===== config.mk =====
export PLATFORM = sky130hd
export DESIGN_NAME = alu_ctrl_stage
export DESIGN_NICKNAME = d
export VERILOG_FILES = /design/src/rtl/alu_ctrl_stage_pkg.sv /design/src/rtl/alu_ctrl_stage_decode.sv /design/src/rtl/alu_ctrl_stage.sv
export SDC_FILE = /design/constraint.sdc
export NUM_CORES = 1
export LEC_CHECK = 0
export ABC_AREA = 1
export BUFFER_PORTS_ARGS = -buffer_cell sky130_fd_sc_hd__buf_4
export CAP_MARGIN = 20
export CORE_ASPECT_RATIO = 2
export CORE_MARGIN = 4
export CORE_UTILIZATION = 45
export DETAILED_ROUTE_END_ITERATION = 6
export PLACE_DENSITY = 0.68
export SLEW_MARGIN = 0
export SYNTH_ARGS = -nofsm -noshare
export SYNTH_HDL_FRONTEND = slang
export SYNTH_SLANG_ARGS = --single-unit

===== constraint.sdc =====
create_clock -name clk -period 3.05 [get_ports clk]
set_clock_uncertainty 0.05 [all_clocks]
set_input_delay 0.915 -clock clk [delete_from_list [all_inputs] [get_ports clk]]
set_output_delay 0.915 -clock clk [all_outputs]
set_load 0.005 [all_outputs]

===== src/rtl/alu_ctrl_stage_pkg.sv =====
// Shared MIPS opcode/funct fields, ALU control codes and mul/div FSM states for alu_ctrl_stage.
package alu_ctrl_stage_pkg;

  typedef enum logic {MdIdle = 1'b0, MdBusy = 1'b1} md_state_e;

  // Opcode field values
  localparam logic [5:0] EXE_SPECIAL = 6'b000000;
  localparam logic [5:0] EXE_ANDI    = 6'b001100;
  localparam logic [5:0] EXE_ORI     = 6'b001101;
  localparam logic [5:0] EXE_XORI    = 6'b001110;
  localparam logic [5:0] EXE_LUI     = 6'b001111;
  localparam logic [5:0] EXE_ADDI    = 6'b001000;
  localparam logic [5:0] EXE_ADDIU   = 6'b001001;
  localparam logic [5:0] EXE_SLTI    = 6'b001010;
  localparam logic [5:0] EXE_SLTIU   = 6'b001011;
  localparam logic [5:0] EXE_LW      = 6'b100011;
  localparam logic [5:0] EXE_SW      = 6'b101011;
  localparam logic [5:0] EXE_BEQ     = 6'b000100;

  // Funct field values (op == EXE_SPECIAL)
  localparam logic [5:0] EXE_AND   = 6'b100100;
  localparam logic [5:0] EXE_OR    = 6'b100101;
  localparam logic [5:0] EXE_XOR   = 6'b100110;
  localparam logic [5:0] EXE_NOR   = 6'b100111;
  localparam logic [5:0] EXE_SLL   = 6'b000000;
  localparam logic [5:0] EXE_SLLV  = 6'b000100;
  localparam logic [5:0] EXE_SRL   = 6'b000010;
  localparam logic [5:0] EXE_SRLV  = 6'b000110;
  localparam logic [5:0] EXE_SRA   = 6'b000011;
  localparam logic [5:0] EXE_SRAV  = 6'b000111;
  localparam logic [5:0] EXE_MFHI  = 6'b010000;
  localparam logic [5:0] EXE_MTHI  = 6'b010001;
  localparam logic [5:0] EXE_MFLO  = 6'b010010;
  localparam logic [5:0] EXE_MTLO  = 6'b010011;
  localparam logic [5:0] EXE_SLT   = 6'b101010;
  localparam logic [5:0] EXE_SLTU  = 6'b101011;
  localparam logic [5:0] EXE_ADD   = 6'b100000;
  localparam logic [5:0] EXE_ADDU  = 6'b100001;
  localparam logic [5:0] EXE_SUB   = 6'b100010;
  localparam logic [5:0] EXE_SUBU  = 6'b100011;
  localparam logic [5:0] EXE_MULT  = 6'b011000;
  localparam logic [5:0] EXE_MULTU = 6'b011001;
  localparam logic [5:0] EXE_DIV   = 6'b011010;
  localparam logic [5:0] EXE_DIVU  = 6'b011011;

  // ALU control codes
  localparam logic [7:0] EXE_AND_OP   = 8'b00100100;
  localparam logic [7:0] EXE_OR_OP    = 8'b00100101;
  localparam logic [7:0] EXE_XOR_OP   = 8'b00100110;
  localparam logic [7:0] EXE_NOR_OP   = 8'b00100111;
  localparam logic [7:0] EXE_ANDI_OP  = 8'b01011001;
  localparam logic [7:0] EXE_ORI_OP   = 8'b01011010;
  localparam logic [7:0] EXE_XORI_OP  = 8'b01011011;
  localparam logic [7:0] EXE_LUI_OP   = 8'b01011100;
  localparam logic [7:0] EXE_SLL_OP   = 8'b01111100;
  localparam logic [7:0] EXE_SLLV_OP  = 8'b00000100;
  localparam logic [7:0] EXE_SRL_OP   = 8'b00000010;
  localparam logic [7:0] EXE_SRLV_OP  = 8'b00000110;
  localparam logic [7:0] EXE_SRA_OP   = 8'b00000011;
  localparam logic [7:0] EXE_SRAV_OP  = 8'b00000111;
  localparam logic [7:0] EXE_MFHI_OP  = 8'b00010000;
  localparam logic [7:0] EXE_MTHI_OP  = 8'b00010001;
  localparam logic [7:0] EXE_MFLO_OP  = 8'b00010010;
  localparam logic [7:0] EXE_MTLO_OP  = 8'b00010011;
  localparam logic [7:0] EXE_SLT_OP   = 8'b00101010;
  localparam logic [7:0] EXE_SLTU_OP  = 8'b00101011;
  localparam logic [7:0] EXE_SLTI_OP  = 8'b01010111;
  localparam logic [7:0] EXE_SLTIU_OP = 8'b01011000;
  localparam logic [7:0] EXE_ADD_OP   = 8'b00100000;
  localparam logic [7:0] EXE_ADDU_OP  = 8'b00100001;
  localparam logic [7:0] EXE_SUB_OP   = 8'b00100010;
  localparam logic [7:0] EXE_SUBU_OP  = 8'b00100011;
  localparam logic [7:0] EXE_ADDI_OP  = 8'b01010101;
  localparam logic [7:0] EXE_ADDIU_OP = 8'b01010110;
  localparam logic [7:0] EXE_MULT_OP  = 8'b00011000;
  localparam logic [7:0] EXE_MULTU_OP = 8'b00011001;
  localparam logic [7:0] EXE_DIV_OP   = 8'b00011010;
  localparam logic [7:0] EXE_DIVU_OP  = 8'b00011011;
  localparam logic [7:0] EXE_LW_OP    = 8'b11100011;
  localparam logic [7:0] EXE_SW_OP    = 8'b11101011;
  localparam logic [7:0] EXE_BEQ_OP   = 8'b01010001;

  function automatic logic is_muldiv_funct(input logic [5:0] funct);
    return funct inside {EXE_MULT, EXE_MULTU, EXE_DIV, EXE_DIVU};
  endfunction

  function automatic logic is_hilo_funct(input logic [5:0] funct);
    return funct inside {EXE_MFHI, EXE_MFLO, EXE_MTHI, EXE_MTLO};
  endfunction

  function automatic logic is_div_funct(input logic [5:0] funct);
    return funct inside {EXE_DIV, EXE_DIVU};
  endfunction

endpackage


===== src/rtl/alu_ctrl_stage_decode.sv =====
// Combinational op/funct -> ALU control decoder (module alu_ctrl_decode).
module alu_ctrl_decode
  import alu_ctrl_stage_pkg::*;
#(
  parameter int unsigned CTRL_W = 8
) (
  input  logic [5:0]        op_i,
  input  logic [5:0]        funct_i,
  output logic [CTRL_W-1:0] alucontrol_o,
  output logic              is_muldiv_o,
  output logic              is_hilo_o,
  output logic              illegal_o
);

  logic [7:0] code;
  logic       special;

  assign special = (op_i == EXE_SPECIAL);

  always_comb begin
    code      = 8'h00;
    illegal_o = 1'b0;
    if (special) begin
      unique case (funct_i)
        EXE_AND:   code = EXE_AND_OP;
        EXE_OR:    code = EXE_OR_OP;
        EXE_XOR:   code = EXE_XOR_OP;
        EXE_NOR:   code = EXE_NOR_OP;
        EXE_SLL:   code = EXE_SLL_OP;
        EXE_SLLV:  code = EXE_SLLV_OP;
        EXE_SRL:   code = EXE_SRL_OP;
        EXE_SRLV:  code = EXE_SRLV_OP;
        EXE_SRA:   code = EXE_SRA_OP;
        EXE_SRAV:  code = EXE_SRAV_OP;
        EXE_MFHI:  code = EXE_MFHI_OP;
        EXE_MTHI:  code = EXE_MTHI_OP;
        EXE_MFLO:  code = EXE_MFLO_OP;
        EXE_MTLO:  code = EXE_MTLO_OP;
        EXE_SLT:   code = EXE_SLT_OP;
        EXE_SLTU:  code = EXE_SLTU_OP;
        EXE_ADD:   code = EXE_ADD_OP;
        EXE_ADDU:  code = EXE_ADDU_OP;
        EXE_SUB:   code = EXE_SUB_OP;
        EXE_SUBU:  code = EXE_SUBU_OP;
        EXE_MULT:  code = EXE_MULT_OP;
        EXE_MULTU: code = EXE_MULTU_OP;
        EXE_DIV:   code = EXE_DIV_OP;
        EXE_DIVU:  code = EXE_DIVU_OP;
        default:   illegal_o = 1'b1;
      endcase
    end else begin
      unique case (op_i)
        EXE_ANDI:  code = EXE_ANDI_OP;
        EXE_ORI:   code = EXE_ORI_OP;
        EXE_XORI:  code = EXE_XORI_OP;
        EXE_LUI:   code = EXE_LUI_OP;
        EXE_ADDI:  code = EXE_ADDI_OP;
        EXE_ADDIU: code = EXE_ADDIU_OP;
        EXE_SLTI:  code = EXE_SLTI_OP;
        EXE_SLTIU: code = EXE_SLTIU_OP;
        EXE_LW:    code = EXE_LW_OP;
        EXE_SW:    code = EXE_SW_OP;
        EXE_BEQ:   code = EXE_BEQ_OP;
        default:   illegal_o = 1'b1;
      endcase
    end
  end

  assign alucontrol_o = CTRL_W'(code);
  assign is_muldiv_o  = special && is_muldiv_funct(funct_i);
  assign is_hilo_o    = special && is_hilo_funct(funct_i);

endmodule


===== src/rtl/alu_ctrl_stage.sv =====
// Registered ID->EX ALU-control stage with valid/ready handshake, flush and mul/div busy tracker.
// Define ALUCTRL_PERF_EN to add the stall_cycles / md_ops performance counters.
module alu_ctrl_stage
  import alu_ctrl_stage_pkg::*;
#(
  parameter int unsigned CTRL_W  = 8,
  parameter int unsigned MUL_LAT = 2,
  parameter int unsigned DIV_LAT = 36
) (
  input  logic              clk,
  input  logic              resetn,
  input  logic              id_valid,
  input  logic [5:0]        id_op,
  input  logic [5:0]        id_funct,
  output logic              id_ready,
  input  logic              flush,
  input  logic              ex_ready,
  output logic              ex_valid,
  output logic [CTRL_W-1:0] ex_alucontrol,
  output logic              ex_is_muldiv,
  output logic              ex_illegal,
  output logic              md_busy,
  output logic              md_done
`ifdef ALUCTRL_PERF_EN
  ,
  output logic [31:0]       stall_cycles,
  output logic [15:0]       md_ops
`endif
);

  localparam int unsigned MaxLat = (MUL_LAT > DIV_LAT) ? MUL_LAT : DIV_LAT;
  localparam int unsigned CntW   = $clog2(MaxLat + 1);

  logic [CTRL_W-1:0] dec_alucontrol;
  logic              dec_is_muldiv, dec_is_hilo, dec_illegal;
  logic              hold, accept;

  logic              ex_valid_q, ex_valid_d;
  logic [CTRL_W-1:0] ex_alu_q, ex_alu_d;
  logic              ex_muldiv_q, ex_muldiv_d;
  logic              ex_illegal_q, ex_illegal_d;
  md_state_e         md_state_q, md_state_d;
  logic [CntW-1:0]   cnt_q, cnt_d;
  logic              md_done_q, md_done_d;

  alu_ctrl_decode #(
    .CTRL_W(CTRL_W)
  ) u_decode (
    .op_i        (id_op),
    .funct_i     (id_funct),
    .alucontrol_o(dec_alucontrol),
    .is_muldiv_o (dec_is_muldiv),
    .is_hilo_o   (dec_is_hilo),
    .illegal_o   (dec_illegal)
  );

  assign md_busy  = (md_state_q == MdBusy);
  assign hold     = md_busy && (dec_is_muldiv || dec_is_hilo);
  assign id_ready = (!ex_valid_q || ex_ready) && !hold && !flush;
  assign accept   = id_valid && id_ready;

  always_comb begin
    ex_valid_d   = ex_valid_q;
    ex_alu_d     = ex_alu_q;
    ex_muldiv_d  = ex_muldiv_q;
    ex_illegal_d = ex_illegal_q;
    if (flush) begin
      ex_valid_d = 1'b0;
    end else if (accept) begin
      ex_valid_d   = 1'b1;
      ex_alu_d     = dec_alucontrol;
      ex_muldiv_d  = dec_is_muldiv;
      ex_illegal_d = dec_illegal;
    end else if (ex_ready) begin
      ex_valid_d = 1'b0;
    end
  end

  always_comb begin
    md_state_d = md_state_q;
    cnt_d      = cnt_q;
    md_done_d  = 1'b0;
    if (flush) begin
      // Aborted op: drop silently, no completion pulse.
      md_state_d = MdIdle;
      cnt_d      = '0;
    end else begin
      unique case (md_state_q)
        MdIdle: begin
          if (accept && dec_is_muldiv) begin
            md_state_d = MdBusy;
            cnt_d      = is_div_funct(id_funct) ? CntW'(DIV_LAT) : CntW'(MUL_LAT);
          end
        end
        MdBusy: begin
          if (cnt_q == CntW'(1)) begin
            md_state_d = MdIdle;
            cnt_d      = '0;
            md_done_d  = 1'b1;
          end else begin
            cnt_d = cnt_q - CntW'(1);
          end
        end
        default: md_state_d = MdIdle;
      endcase
    end
  end

  always_ff @(posedge clk) begin
    if (!resetn) begin
      ex_valid_q   <= 1'b0;
      ex_alu_q     <= '0;
      ex_muldiv_q  <= 1'b0;
      ex_illegal_q <= 1'b0;
      md_state_q   <= MdIdle;
      cnt_q        <= '0;
      md_done_q    <= 1'b0;
    end else begin
      ex_valid_q   <= ex_valid_d;
      ex_alu_q     <= ex_alu_d;
      ex_muldiv_q  <= ex_muldiv_d;
      ex_illegal_q <= ex_illegal_d;
      md_state_q   <= md_state_d;
      cnt_q        <= cnt_d;
      md_done_q    <= md_done_d;
    end
  end

  assign ex_valid      = ex_valid_q;
  assign ex_alucontrol = ex_alu_q;
  assign ex_is_muldiv  = ex_muldiv_q;
  assign ex_illegal    = ex_illegal_q;
  assign md_done       = md_done_q;

`ifdef ALUCTRL_PERF_EN
  logic [31:0] stall_q;
  logic [15:0] md_ops_q;

  always_ff @(posedge clk) begin
    if (!resetn) begin
      stall_q  <= '0;
      md_ops_q <= '0;
    end else begin
      if (id_valid && !id_ready && !flush) stall_q <= stall_q + 32'd1;
      if (md_done_q) md_ops_q <= md_ops_q + 16'd1;
    end
  end

  assign stall_cycles = stall_q;
  assign md_ops       = md_ops_q;
`endif

endmodule


==> results of run 1 <==
## cells in the final DEF, fill, tap and decap left out, drive strengths merged, types with 5 or more instances in the layout
cell type  netlist  layout
o21ai           14      14
inv             34      34
nor2            31      31
dfxtp           19      19
nor3             5       5
nand4            7       7
nand2           50      50
buf              1      30
a21oi           20      20
nand3           27      27
## routing by layer
layer	wire, microns	up-vias	GRT usage
met5	0	-	0
met2	2142	32	0.3965
met4	146	0	0.09320
li1	-	776	-
met3	100	12	0.03782
met1	1205	641	0.1726
## worst paths after layout
check / from / to / slack [ns] / depth (start not counted)
max: id_op[5] / id_ready / 0.26 / 8
min reg2reg: ex_is_muldiv$_SDFFE_PN0P_ / ex_is_muldiv$_SDFFE_PN0P_ / 0.42 / 2
max reg2reg: ex_valid$_SDFFE_PP0P_ / ex_alucontrol[6]$_SDFFE_PN0P_ / 1.47 / 6
min: ex_is_muldiv$_SDFFE_PN0P_ / ex_is_muldiv$_SDFFE_PN0P_ / 0.42 / 2
## cell families after synthesis
kind of cell               count (synthesis)
adders and majority gates                  2
DFF                                       19
buffers and inverters                     35
AOI/OAI and AO/OA                         39
and+or+nand+nor                          121
xor gates and xnor gates                   1
## stage by stage
stage | setup slack [ns] | std cells
finish | 0.2603 | 280
global route | 0.1871 | 280
CTS | 0.2595 | 280
detailed placement | 0.2591 | 276
global placement | 0.2740 | 276
floorplan | 0.5938 | 217
## state kept, by name, indices dropped and copies added, names as in the netlist
register and count:
cnt_q 6, ex_alucontrol 8, ex_illegal 1, ex_is_muldiv 1, ex_valid 1, md_busy 1
md_done 1
## critical path, delay by kind of cell
| family | cells | cell delay (ns) |
|---|---|---|
| AND/OR/NAND/NOR | 5 | 0.60 |
| buffers and inverters | 3 | 0.29 |
## power by group through the flow
stage,sequential [mW],clock [mW],combinational (mW)
finish,0.259,0.172,0.112
global placement,0.265,0,0.112
floorplan,0.266,0,0.0595
detailed placement,0.265,0,0.112
global route,0.261,0.192,0.125
CTS,0.260,0.177,0.112
## cell type report
type | instances | area, sq um
Fill cell | 310 | 1272
Clock inverter | 1 | 5.005
Clock buffer | 3 | 41.29
Inverter | 34 | 127.6
Multi-Input combinational cell | 163 | 853.3
Timing Repair Buffer | 30 | 225.2
Sequential cell | 19 | 380.4
Tap cell | 30 | 37.54
==> results.py, run 1 <==
metrics = {
    "clocking": {
        "htreeDepth": 1,
        "clk_path_buf_depth": 2,
        "holdBufCountCts": 0,
        "postCtsSetupRepairBufs": 0,
        "cts_num_sinks": 19,
        "clk_pin_slew_ns": 0.07,
        "cts_made_buffers": 3,
        "cts_tree": "yes",
        "clock_latency_ns": 0.25,
        "cts-root-buf": "clkbuf_8",
        "cts_resized": 0,
    },
    "floorplan": {
        "std_cell_rows": 28,
        "die_w_microns": 47.05,
        "coreArea_sq_um": 2943,
        "start_util": 0.4664,
        "io_pins": 31,
        "die_h_microns": 86.11,
        "dieArea_sq_um": 4051,
    },
    "power": {
        "p_comb_frac": 0.206,
        "p_int_mw": 0.3922,
        "pwr_density_cell_nw_per_um2": 325.0,
        "p_clk_frac": 0.316,
        "cellLeakagePower_nw": 0.8639,
        "ir_worst_vdd_mv": 0.2520,
        "p_seq_frac": 0.478,
        "swShare": 0.2775,
        "total_power_mw": 0.5428,
        "p_sw_mw": 0.1506,
    },
    "global_route": {
        "grt_max_degree": 17,
        "grt_usage": 0.2018,
        "antenna_found_initial": 0,
        "grt_pass1_wl_microns": 6003,
        "grt-ovfl-total": 0,
        "grt_pass1_vias": 1437,
    },
    "finish": {
        "fin_util": 0.5676,
        "drive_above_1_share": 0.2160,
        "nets": 270,
        "finalInstanceArea_sq_um": 1670,
        "diodes": 0,
        "syn2layout_area_growth_pct": 21.70,
    },
    "synth": {
        "yosysTopAreaCell": "dfxtp_1",
        "postSynthRegisterBits": 19,
        "avgSynthCellArea_sq_um": 6.325,
        "yosys-mux-area-fraction": 0,
        "ys.warnings.count": 0,
        "synth_compound_area_frac": 0.1504,
        "synthAdderAreaFrac": 0.01823,
        "synth_edf_count": 0,
        "synth-simple-area-share": 0.4467,
        "synth_area_sq_um": 1373,
        "synth_xor_area_frac": 0.006381,
        "yosysTopAreaCellShare": 0.2771,
        "ys_seq_area_frac": 0.2771,
        "synth_common_cells": "nand2_1, inv_1, nand3_1",
        "synth_top_family_by_area": "simple AND/OR/NAND/NOR gates",
        "synth_top_flop_cell": "dfxtp_1",
        "syn_inst": 217,
        "mappedNetlistNets": 236,
        "async_flop_share": 0,
        "ys_top_cells_by_area": "dfxtp_1, nand2_1, nand3_1, inv_1, a21oi_1",
        "yosysUniqueCellTypes": 25,
        "synth_most_common_cell": "nand2_1",
    },
    "route": {
        "vias": 1461,
        "first_iter_violations": 25,
        "vias_per_cell": 5.218,
        "wl_microns": 3595,
        "wire_per_inst_microns": 12.84,
        "first_pass_iters": 4,
        "drc": 0,
        "ant_nets": 0,
    },
    "placed_design": {
        "routabilityCongestion": 0.8944,
        "place_area_sq_um": 1624,
        "hpwlAfterDp_microns": 3073,
        "numPortBuffers": 30,
    },
    "timing": {
        "hold_slack_ns": 0.4185,
        "setup_viol": 0,
        "rsz0062_at_grt": "false",
        "fin_setup_tns_ns": 0,
        "finalHoldViolations": 0,
        "tightest_slew_ns": 0.3419,
        "finalCritPeriodShare": 0.9147,
        "slew-limit-headroom": 0.7703,
        "min_period_ns": 2.790,
        "slew_viol_final": 0,
        "clock.fmax_mhz": 358.5,
    },
    "status": {
        "status": "completed",
    },
    "worst_setup_path": {
        "crit_chain": "buf_4 -> nor2_8 -> nand2_4 -> nor2_8 -> nand3_2 -> nand2_2 -> inv_2 -> buf_4",
        "cp_max_fo": 9,
        "crit_arrival_ns": 1.82,
        "cp.required_ns": 2.08,
        "critical_path.endpoint_type": "output pin",
        "cpPeakStageDelay_ns": 0.18,
        "setup.worst_path.start_class": "input port",
        "crit_type": "in2out",
        "cp_slowest_cell": "nor2_8",
    },
    "worst_hold_path": {
        "hp-class": "reg2reg",
    },
    "job": {
        "cap_violations": 0,
    },
}
No activity file was read; power rests on OpenSTA's default activity.
==> run 2, diff against run 1 <==
Settings changed: CAP_MARGIN 20 to default, CORE_ASPECT_RATIO 2 to default, CORE_UTILIZATION 45 to 57, PLACE_DENSITY 0.68 to 0.84.
==> run 2 against run 1 <==
Via count is 1.6% higher. Combinational power hardly changed. Clock-buffer cell count rose by 1. Sequential share of layout area rose by 0.31 points. Sequential cell count did not move. Register-to-register slack worse by 0.04 ns. Largest power group unchanged.
==> results.py, run 2 (synthesis gave the netlist of run 1 again) <==
metrics = {
    "worst_setup_path": {
        "crit_arrival_ns": 1.81,
        "cpPeakStageDelay_ns": 0.17,
        "crit_type": "in2out",
        "critical_path.endpoint_type": "output pin",
        "cp_slowest_cell": "nor2_8",
        "crit_buf_inv": 3,
        "cp.required_ns": 2.08,
        "crit_chain": "buf_4 -> nor2_8 -> nand2_4 -> nor2_8 -> nand3_2 -> nand2_2 -> inv_2 -> buf_4",
        "setup.worst_path.start_class": "input port",
        "reg2reg_slack_ns": 1.43,
        "cp_max_fo": 9,
        "crit_family": "simple AND/OR/NAND/NOR gates",
    },
    "global_route": {
        "grt_pass1_wl_microns": 5485,
        "antenna_found_initial": 0,
        "grt_usage": 0.2047,
        "grt_pass1_vias": 1320,
        "grt-ovfl-total": 0,
        "grt_max_degree": 17,
    },
    "finish": {
        "layout.cells.non_filler": 278,
        "diodes": 0,
        "seq_area_sq_um": 380.4,
        "layout_commonest_cell": "nand2_1",
        "nets": 270,
        "syn2layout_area_growth_pct": 20.05,
        "final_cell_mix": "nand2_1, buf_4, inv_1, nand3_1, nor2_1",
        "fillerInstances": 217,
        "largest_reg_flops": 8,
        "drive_above_1_share": 0.2120,
        "multi_input_area_sq_um": 853.3,
    },
    "timing": {
        "hold_slack_ns": 0.4203,
        "slew-limit-headroom": 0.7632,
        "finalCritPeriodShare": 0.9098,
        "finalHoldViolations": 0,
        "setup_viol": 0,
        "slew_viol_final": 0,
        "rsz0062_at_grt": "false",
        "tightest_slew_ns": 0.3543,
        "min_period_ns": 2.775,
        "clock.fmax_mhz": 360.4,
        "fin_setup_tns_ns": 0,
    },
    "floorplan": {
        "die_h_microns": 57.07,
        "io_pins": 31,
        "die_w_microns": 57.07,
        "std_cell_rows": 17,
        "coreArea_sq_um": 2255,
        "start_util": 0.6088,
        "dieArea_sq_um": 3257,
    },
    "clocking": {
        "clk_pin_slew_ns": 0.10,
        "clock_latency_ns": 0.30,
        "cts-root-buf": "clkbuf_4",
        "cts_made_buffers": 3,
        "holdBufCountCts": 0,
        "cts_resized": 0,
        "cts_num_sinks": 19,
        "postCtsSetupRepairBufs": 0,
        "clk_path_buf_depth": 2,
        "htreeDepth": 1,
        "cts_tree": "yes",
    },
    "route": {
        "vias_per_cell": 5.338,
        "ant_nets": 0,
        "vias": 1484,
        "wire_per_inst_microns": 11.44,
        "first_pass_iters": 4,
        "first_iter_violations": 76,
        "wl_microns": 3179,
        "drc": 0,
    },
    "placed_design": {
        "placed_cells": 274,
        "numPortBuffers": 30,
        "routabilityCongestion": 0.9077,
        "hpwlAfterDp_microns": 2566,
    },
    "power": {
        "ir_worst_vdd_mv": 0.4387,
        "p_comb_frac": 0.222,
        "swShare": 0.2902,
        "p_clk_frac": 0.255,
        "p_int_mw": 0.3525,
        "p_sw_mw": 0.1441,
        "pwr_density_cell_nw_per_um2": 301.4,
        "p_seq_frac": 0.523,
        "cellLeakagePower_nw": 0.8534,
    },
    "worst_hold_path": {
        "hp-class": "reg2reg",
    },
    "status": {
        "status": "completed",
    },
    "job": {
        "cap_violations": 0,
    },
}
-- run 2: cell types whose count changed in the layout (fill, tap and decap cells not counted), sizes merged --
cell	change
clkbuf	+1
clkinv	-1
-- run 2: power by group through the flow --
stage	Sequential (mW)	Clock [mW]	Combinational, mW
floorplan	0.266	0	0.0595
global placement	0.265	0	0.109
detailed placement	0.265	0	0.110
CTS	0.260	0.129	0.110
global route	0.261	0.142	0.123
finish	0.260	0.126	0.110
-- run 2: through the flow --
step	setup WS [ns]	area, sq um	util	total power, mW
floorplan	0.5938	1373	-	0.3250
global placement	0.2835	1622	0.7192	0.3741
detailed placement	0.2667	1622	0.7192	0.3751
CTS	0.2701	1648	0.7309	0.4988
global route	0.1924	1648	0.7309	0.5258
finish	0.2751	1648	0.7309	0.4966
-- run 2: area by class of cell --
cell class,instances,area share
multi-input cells,163,0.5178
clock buffers,4,0.01595
well taps,28,0.02126
flip-flops and latches,19,0.2308
repair buffers,30,0.1367
inverters,34,0.07745
-- run 2: routing by layer --
metal,vias up,routed length (microns),track usage
met5,-,0,0
met4,0,52,0.05298
met3,12,195,0.04977
met2,50,1440,0.3361
met1,637,1491,0.2690
li1,785,-,-
-- run 2: worst register-to-register path, stage by stage, from the launching register on --
cell and delay (ns):
dfxtp_1 0.34, a21oi_1 0.27, nand2_2 0.13, nor2_4 0.30
o21ai_0 0.23, nor2_1 0.16, nor2_1 0.05
-- run 2: path summary, 6_finish.rpt --
path / endpoint / cells past startpoint / startpoint
worst max-delay path: id_ready / 8 / id_op[5]
worst min-delay path: ex_alucontrol[1]$_SDFFE_PN0P_ / 2 / ex_alucontrol[1]$_SDFFE_PN0P_
worst max register to register: ex_alucontrol[4]$_SDFFE_PN0P_ / 6 / ex_valid$_SDFFE_PP0P_
worst min register to register: ex_alucontrol[1]$_SDFFE_PN0P_ / 2 / ex_alucontrol[1]$_SDFFE_PN0P_
==> run 3, diff against run 2 <==
Settings changed: ABC_AREA 1 to default, CORE_UTILIZATION 57 to 56.
==> run 3 against run 2 <==
Maximum frequency fell by 0.73%. Sequential share of layout area increased by 2.9 points. Global-route usage grew 1.3 points. Clock-buffer cell count unchanged. Area after synthesis is 11% lower. Synthesized cell count down 29%. Cell count down 26%. Highest routed layer unchanged.
==> results.py, run 3 <==
metrics = {
    "floorplan": {
        "io_pins": 31,
        "start_util": 0.6040,
        "coreArea_sq_um": 2022,
        "std_cell_rows": 16,
        "die_w_microns": 54.70,
        "dieArea_sq_um": 2992,
        "die_h_microns": 54.70,
    },
    "power": {
        "p_clk_frac": 0.262,
        "p_sw_mw": 0.1252,
        "p_comb_frac": 0.194,
        "p_seq_frac": 0.544,
        "p_int_mw": 0.3497,
        "cellLeakagePower_nw": 0.5651,
        "pwr_density_cell_nw_per_um2": 324.7,
        "ir_worst_vdd_mv": 0.2271,
        "swShare": 0.2636,
    },
    "clocking": {
        "cts-root-buf": "clkbuf_4",
        "cts_tree": "yes",
        "clk_path_buf_depth": 2,
        "cts_made_buffers": 3,
        "postCtsSetupRepairBufs": 0,
        "clk_pin_slew_ns": 0.10,
        "holdBufCountCts": 0,
        "cts_resized": 0,
        "clock_latency_ns": 0.29,
        "htreeDepth": 1,
        "cts_num_sinks": 19,
    },
    "synth": {
        "ys_top_cells_by_area": "dfxtp_1, o21ai_0, a21oi_1, a31oi_1, inv_1",
        "postSynthRegisterBits": 19,
        "syn_inst": 153,
        "synth_area_sq_um": 1221,
        "synth_top_family_by_area": "compound AO/OA/AOI/OAI gates",
        "synth_most_common_cell": "dfxtp_1",
        "yosysTopAreaCell": "dfxtp_1",
        "ys.warnings.count": 0,
        "async_flop_share": 0,
        "synth_compound_area_frac": 0.3115,
        "synth_common_cells": "dfxtp_1, o21ai_0, a21oi_1",
        "synth_xor_area_frac": 0.01434,
        "yosysUniqueCellTypes": 45,
        "ys_seq_area_frac": 0.3115,
        "synth_top_flop_cell": "dfxtp_1",
        "yosysTopAreaCellShare": 0.3115,
        "synth_edf_count": 0,
        "synth-simple-area-share": 0.2305,
        "mappedNetlistNets": 172,
        "yosys-mux-area-fraction": 0.03279,
        "synthAdderAreaFrac": 0.02049,
        "avgSynthCellArea_sq_um": 7.982,
    },
    "finish": {
        "finalInstanceArea_sq_um": 1463,
        "diodes": 0,
        "nets": 199,
        "fin_util": 0.7234,
        "layout_commonest_cell": "buf_4",
        "seq_area_sq_um": 380.4,
        "largest_reg_flops": 8,
        "final_cell_mix": "buf_4, dfxtp_1, o21ai_0, a21oi_1, inv_1",
        "multi_input_area_sq_um": 744.5,
        "drive_above_1_share": 0.2570,
        "syn2layout_area_growth_pct": 19.77,
        "fillerInstances": 163,
    },
    "worst_setup_path": {
        "cp.required_ns": 2.08,
        "cpPeakStageDelay_ns": 0.32,
        "critPathCapture": "id_ready",
        "cp_slowest_cell": "and4_4",
        "crit_family": "simple AND/OR/NAND/NOR gates",
        "rr_worst_depth": 5,
        "r2r_end": "cnt_q[5]$_SDFFE_PP0P_",
        "r2r_start": "md_busy$_SDFF_PP0_",
        "crit_chain": "buf_4 -> nor2_1 -> and4_4 -> a31oi_1 -> buf_4",
        "crit_path_frequent_cell": "buf_4",
        "cp_max_fo": 7,
        "worst-path-stages": 5,
        "crit_buf_inv": 2,
        "crit_type": "in2out",
        "setup.worst_path.start_class": "input port",
        "critical_path.endpoint_type": "output pin",
        "reg2reg_slack_ns": 1.18,
        "crit_arrival_ns": 1.83,
        "setup.worst_path.start": "id_op[5]",
    },
    "route": {
        "ant_nets": 0,
        "vias": 1234,
        "wl_microns": 2883,
        "wire_per_inst_microns": 14.00,
        "vias_per_cell": 5.990,
        "drc": 0,
        "first_pass_iters": 4,
        "first_iter_violations": 18,
    },
    "placed_design": {
        "dp_slack_ns": 0.2570,
        "place_area_sq_um": 1436,
        "routabilityCongestion": 0.9182,
        "numPortBuffers": 30,
        "hpwlAfterDp_microns": 2251,
    },
    "timing": {
        "slew-limit-headroom": 0.3853,
        "fin_setup_tns_ns": 0,
        "clock.fmax_mhz": 357.7,
        "min_period_ns": 2.795,
        "slew_viol_final": 0,
        "rsz0062_at_grt": "false",
        "setup_viol": 0,
        "tightest_slew_ns": 0.9106,
        "finalHoldViolations": 0,
        "finalCritPeriodShare": 0.9165,
        "setup_ws_ns": 0.2546,
        "hold_slack_ns": 0.4134,
    },
    "global_route": {
        "antenna_found_initial": 0,
        "grt-ovfl-total": 0,
        "grt_pass1_wl_microns": 4919,
        "grt_usage": 0.2179,
        "grt_max_degree": 19,
        "grt_pass1_vias": 1187,
    },
    "status": {
        "status": "completed",
    },
    "worst_hold_path": {
        "hp-class": "reg2reg",
    },
    "job": {
        "cap_violations": 0,
    },
}
-- run 3: changes by cell type in the layout (fill, tap and decap cells not counted), moves of 8 or more --
cell     change
nor2_1      -15
nand3_1     -22
nand2_1     -41
a31oi_1     +10
inv_1       -17
o21ai_0      +8
-- run 3: cells by family after synthesis --
| logic type | after synthesis |
|---|---|
| AO/OA/AOI/OAI | 58 |
| XOR/XNOR | 2 |
| AND/OR/NAND/NOR | 47 |
| multiplexers | 4 |
| adder cells (fa/ha/maj) | 2 |
| flip-flops | 19 |
| buffers and inverters | 21 |
-- run 3: routing by layer --
metal / track usage / part of all wire
met2: 0.3858 / 0.48
met1: 0.2647 / 0.43
met4: 0.08714 / 0.017
met3: 0.02180 / 0.074
met5: 0 / 0
-- run 3: area by class of cell --
cell class,count,share of cell area
Sequential cell,19,0.2601
Tap cell,27,0.02310
Multi-Input combinational cell,113,0.5090
Clock buffer,4,0.01796
Timing Repair Buffer,31,0.1591
Inverter,12,0.03080
-- run 3: worst min path at each step --
stage | from | to | slack, ns | depth (start not counted)
final | ex_illegal$_SDFFE_PN0P_ | ex_illegal$_SDFFE_PN0P_ | 0.41 | 2
after global routing | ex_illegal$_SDFFE_PN0P_ | ex_illegal$_SDFFE_PN0P_ | 0.45 | 2
after CTS | ex_illegal$_SDFFE_PN0P_ | ex_illegal$_SDFFE_PN0P_ | 0.42 | 2
after detailed placement | ex_illegal$_SDFFE_PN0P_ | ex_illegal$_SDFFE_PN0P_ | 0.40 | 2
after global placement | ex_illegal$_SDFFE_PN0P_ | ex_illegal$_SDFFE_PN0P_ | 0.40 | 2
after floorplan | cnt_q[1]$_SDFFE_PP0P_ | cnt_q[1]$_SDFFE_PP0P_ | 0.39 | 2
-- run 3: metrics by stage --
step | instances | total power, mW
2_1_floorplan | 153 | 0.3125
3_3_place_gp | 202 | 0.3523
3_5_place_dp | 202 | 0.3556
4_1_cts | 206 | 0.4789
5_1_grt | 206 | 0.4992
6_report | 206 | 0.4750
-- run 3: power by group through the flow --
stage | registers, mW | clock network (mW) | logic, mW
finish | 0.259 | 0.124 | 0.0919
global route | 0.260 | 0.138 | 0.101
CTS | 0.259 | 0.129 | 0.0916
detailed placement | 0.264 | 0 | 0.0914
global placement | 0.264 | 0 | 0.0882
floorplan | 0.265 | 0 | 0.0478
-- run 3: worst min-delay path, cell delays in order, from the launching register on --
cell and delay, ns:
dfxtp_1 0.32, nand2_1 0.07, o21ai_2 0.04
